===== src/rtl/mul_share_arbiter.sv =====
// Round-robin arbiter in front of one iterative shift-add unsigned multiplier.
// One job in flight at a time; product and owner id come back on a single
// valid/ready response port.
module mul_share_arbiter #(
  parameter  int NREQ  = 2,
  parameter  int WIDTH = 4,
  localparam int IDW   = (NREQ > 1) ? $clog2(NREQ) : 1
) (
  input  logic                    clk,
  input  logic                    rst,
  input  logic [NREQ-1:0]         req_valid,
  output logic [NREQ-1:0]         req_ready,
  input  logic [NREQ*WIDTH-1:0]   req_a,
  input  logic [NREQ*WIDTH-1:0]   req_b,
  output logic                    rsp_valid,
  input  logic                    rsp_ready,
  output logic [2*WIDTH-1:0]      rsp_product,
  output logic [IDW-1:0]          rsp_id,
  output logic                    busy
);

  localparam int          CW = (WIDTH > 1) ? $clog2(WIDTH) : 1;
  localparam int unsigned NR = NREQ;

  typedef enum logic [1:0] {
    IDLE,
    CALC,
    DONE
  } state_t;

  state_t             state;
  state_t             state_nx;
  logic [IDW-1:0]     ptr;
  logic [IDW-1:0]     grant;
  logic               grant_vld;
  logic [IDW-1:0]     id_q;
  logic [WIDTH-1:0]   a_q;
  logic [WIDTH-1:0]   b_q;
  logic [2*WIDTH-1:0] acc;
  logic [2*WIDTH-1:0] a_ext;
  logic [CW-1:0]      cnt;
  logic               accept;
  logic               last_step;
  int unsigned        sel;

  // Round-robin search: first valid requester starting just above ptr, wrapping.
  always_comb begin
    grant     = '0;
    grant_vld = 1'b0;
    sel       = 0;
    for (int unsigned k = 1; k <= NR; k++) begin
      sel = (32'(ptr) + k) % NR;
      if (!grant_vld && req_valid[sel[IDW-1:0]]) begin
        grant_vld = 1'b1;
        grant     = sel[IDW-1:0];
      end
    end
  end

  // One-hot ready toward the granted requester, only in IDLE and never in reset.
  always_comb begin
    req_ready = '0;
    if (!rst && state == IDLE && grant_vld) begin
      req_ready = NREQ'(1) << grant;
    end
  end

  assign accept    = |(req_valid & req_ready);
  assign last_step = (cnt == CW'(WIDTH - 1));
  assign a_ext     = {{WIDTH{1'b0}}, a_q};

  // State register.
  always_ff @(posedge clk or posedge rst) begin
    if (rst) begin
      state <= IDLE;
    end else begin
      state <= state_nx;
    end
  end

  // Next-state logic.
  always_comb begin
    state_nx = state;
    case (state)
      IDLE: if (accept)    state_nx = CALC;
      CALC: if (last_step) state_nx = DONE;
      DONE: if (rsp_ready) state_nx = IDLE;
      default:             state_nx = IDLE;
    endcase
  end

  // Job capture on handshake, then one shift-add step per CALC cycle.
  always_ff @(posedge clk or posedge rst) begin
    if (rst) begin
      ptr  <= IDW'(NREQ - 1);
      id_q <= '0;
      a_q  <= '0;
      b_q  <= '0;
      acc  <= '0;
      cnt  <= '0;
    end else if (accept) begin
      a_q  <= req_a[grant*WIDTH +: WIDTH];
      b_q  <= req_b[grant*WIDTH +: WIDTH];
      id_q <= grant;
      ptr  <= grant;
      acc  <= '0;
      cnt  <= '0;
    end else if (state == CALC) begin
      if (b_q[cnt]) begin
        acc <= acc + (a_ext << cnt);
      end
      cnt <= cnt + 1'b1;
    end
  end

  assign rsp_valid   = (state == DONE);
  assign busy        = (state != IDLE);
  assign rsp_product = acc;
  assign rsp_id      = id_q;

endmodule


===== config.mk =====
export PLATFORM = sky130hd
export DESIGN_NAME = mul_share_arbiter
export DESIGN_NICKNAME = d
export VERILOG_FILES = /design/src/rtl/mul_share_arbiter.sv
export SDC_FILE = /design/constraint.sdc
export NUM_CORES = 1
export LEC_CHECK = 0
export BUFFER_PORTS_ARGS = -buffer_cell sky130_fd_sc_hd__buf_2
export CAP_MARGIN = 20
export CORE_MARGIN = 1.5
export CORE_UTILIZATION = 30
export DETAILED_ROUTE_END_ITERATION = 6
export GPL_TIMING_DRIVEN = 0
export HOLD_SLACK_MARGIN = 0.12
export PLACE_DENSITY = 0.62
export SLEW_MARGIN = 20
export SYNTH_ARGS = -nofsm -noshare
export SYNTH_HDL_FRONTEND = slang
export SYNTH_SLANG_ARGS = --single-unit

===== constraint.sdc =====
create_clock -name clk -period 2.3 [get_ports clk]
set_input_delay 0.23 -clock clk [delete_from_list [all_inputs] [get_ports clk]]
set_output_delay 0.23 -clock clk [all_outputs]
set_load 0.03 [all_outputs]

==> impl_metrics.tcl <==
set metrics [dict create \
    holdBufCountCts 0 \
    grt_pass1_vias 1081 \
    ys_types 36 \
    syn_avg_cell_area_sq_um 9.72 \
    cts_num_sinks 22 \
    stdcell_area_sq_mm 0.00176 \
    port_buffers 33 \
    path_clk_slew_ns 0.09 \
    yosysWarnings 0 \
    grt_first_pass_wirelength_mm 4.89 \
    fin_crit_sh_pct 94.8 \
    routedWlPerCell_um 12.2 \
    finalSetupViolCount 0 \
    criticalPathCategory "reg2reg" \
    synth_area_leaders "dfrtp_1 (38%), mux2i_1 (9.3%), ha_1 (7.1%)" \
    drtIter0Drc 42 \
    syn_nets 174 \
    drt_pass1_iterations 4 \
    power_density_mw_per_mm2 1390 \
    dp_cells 229 \
    wirelength_mm 2.89 \
    dieHeight_um 71.3 \
    final_cells 237 \
    io_pins 34 \
    cts-buffers-inserted 3 \
    fillers 422 \
    synth.cell_area_sq_mm 0.00140 \
    final.setup.tns_ns 0 \
    antenna_left 0 \
    cp.arrival_ns 2.33 \
    cp-start-kind "register" \
    yosys.area.top_type "dfrtp_1" \
    nNetsFinal 216 \
    cap_violations 0 \
    std_cell_rows 24 \
    combPwrFrac_pct 57.7 \
    run_status "complete, no violations" \
    clock_latency_ns 0.27 \
    cp.required_ns 2.45 \
    post_dp_cell_area_sq_mm 0.00163 \
    ys_seq_area_share_pct 39.4 \
    max_freq_mhz 459 \
    hpwl_mm 2.14 \
    coreArea_sq_mm 0.00441 \
    gp_congestion 0.872 \
    root_buffer "clkbuf_8" \
    start_util_pct 31.7 \
    whs_ns 0.128 \
    ys_ff_latch 22 \
    period_needed_ns 2.18 \
    synthFlopType "dfrtp_1" \
    overflow 0 \
    hold_violations 0 \
    end_kind "register" \
    syn_inst 144 \
    crit_fanout 10 \
    tightest_slew_ns 0.826 \
    ir_worst_vdd_v 0.000384 \
    netSwitchingPower_mw 1.04 \
    clkPwrFrac_pct 14.9 \
    drc_errors 0 \
    antenna_found_initial 0 \
    htree_levels 1 \
    synth_edf_count 0 \
    diodes 0 \
    internal_power_mw 1.40 \
    die_w_um 71.3 \
    slew_headroom_pct 44.9 \
    drive_above_1_share_pct 35.1 \
    area_growth_pct 25.6 \
    synthArstFlopShare_pct 100 \
    p_leak_nw 0.905 \
    multiInputGateArea_sq_um 786 \
    hold_path.class "in2async" \
    regArea_sq_um 553 \
    clock_skew_ns 0.00822 \
    synth_top_area_share_pct 37.5 \
    drv_slew 0 \
    via_count 1129 \
    die_area_sq_mm 0.00509 \
    grt_max_degree 23 \
    clock_path_buffers 2 \
    power_frac_seq_pct 27.5 \
    vias_per_cell 4.76 \
    track_usage_pct 11.7 \
    p_sw_share_pct 42.7 \
    cts_tree "done" \
]
## registers in the layout (all words and copies together) (netlist names)
register / cells
state: 2
rsp_id: 1
cnt: 2
ptr: 1
b_q: 4
rsp_product: 8
a_q: 4
## what timing repair did
item	CTS	global route
gates resized for setup	4	11
pin swaps	0	3
setup buffers	0	4
setup endpoints to repair	4	3
endpoints found under the hold margin	0	0
## area by class of cell
cell class,count,share of cell area [%]
buffer,8,4.13
clock buffer,3,2.35
clock inverter,1,1.71
inverter,4,0.854
multi-input combinational,110,44.7
sequential,22,31.5
tap,52,3.70
timing repair buffer,37,11.1
## per-stage QoR
| stage | util, % | power, mW | setup WS (ns) |
|---|---|---|---|
| finish | 39.8 | 2.44 | 0.121 |
| global route | 39.8 | 2.66 | -0.0153 |
| detailed placement | 36.9 | 1.99 | -0.209 |
| global placement | 36.9 | 1.97 | -0.185 |
| floorplan | - | 1.70 | 0.0807 |
| CTS | 38.7 | 2.37 | 0.00436 |
## synthesized netlist by cell type (2+ instances only)
master	number
o21ai_1	2
inv_1	4
buf_2	2
mux2i_1	13
o21ai_0	12
clkbuf_1	2
buf_6	4
xor2_1	4
xnor2_1	2
nand2_1	19
a21o_1	2
nand3_1	9
o21ai_2	6
a21oi_1	5
dfrtp_1	21
nor2_1	7
ha_1	8
nor2b_1	2
a211oi_1	3
## final timing paths
| kind | from | to | slack, ns | depth (start not counted) |
|---|---|---|---|---|
| max | cnt[0] | rsp_product[7] | 0.12 | 9 |
| min | rst | state[0] | 0.13 | 2 |
| max reg2reg | cnt[0] | rsp_product[7] | 0.12 | 9 |
| min reg2reg | ptr | ptr | 0.46 | 2 |
| max in group asynchronous | rst | cnt[0] | 1.61 | 2 |
| min in group clk | req_b[0] | b_q[0] | 0.23 | 3 |
## metal layers
metal,up-vias,part of all wire (%),GRT usage [%]
li1,588,-,-
met2,26,46,19.0
met1,511,49,16.2
met5,-,0,0
met4,0,1.3,3.77
met3,4,3.8,1.55
## placed cells by master, fill, tap and decap left out, types with 2 or more instances in the layout
master and n:
buf_4 5, dfrtp_1 20, mux2i_1 13, nand2_1 19
a211oi_1 2, inv_1 4, buf_2 34, nor2b_1 2
a21o_1 2, o21ai_0 8, a21oi_1 5, clkbuf_8 3
xor2_1 4, nand3_1 9, buf_6 5, nor2_1 7
o21ai_2 6, xnor2_1 2, ha_1 7, o21ai_1 6
## power groups by stage
stage                     clock network [mW]  registers, mW  logic (mW)
after CTS                              0.372          0.679        1.32
after floorplan                            0          0.754       0.946
final                                  0.364          0.671        1.41
after global placement                     0          0.679        1.29
after detailed placement                   0          0.687        1.30
after global routing                   0.385          0.694        1.58
## critical path, cell delays in order (launching register included)
cell      delay (ns)
dfrtp_2         0.43
buf_4           0.18
mux2i_1         0.12
nor2_1          0.19
ha_1            0.29
a211oi_1        0.29
o21ai_1         0.13
a211oi_1        0.24
nor3_2          0.07
mux2i_1         0.12
## cells by family after synthesis
family | count (synthesis) | synth area share, %
mux | 15 | 11.7
fa+ha+maj | 9 | 8.58
xor+xnor | 6 | 3.75
compound gates | 34 | 15.4
simple gates | 46 | 15.6
buf+inv | 12 | 5.54
flops | 22 | 39.4
Power figures use the tool's default switching activity.
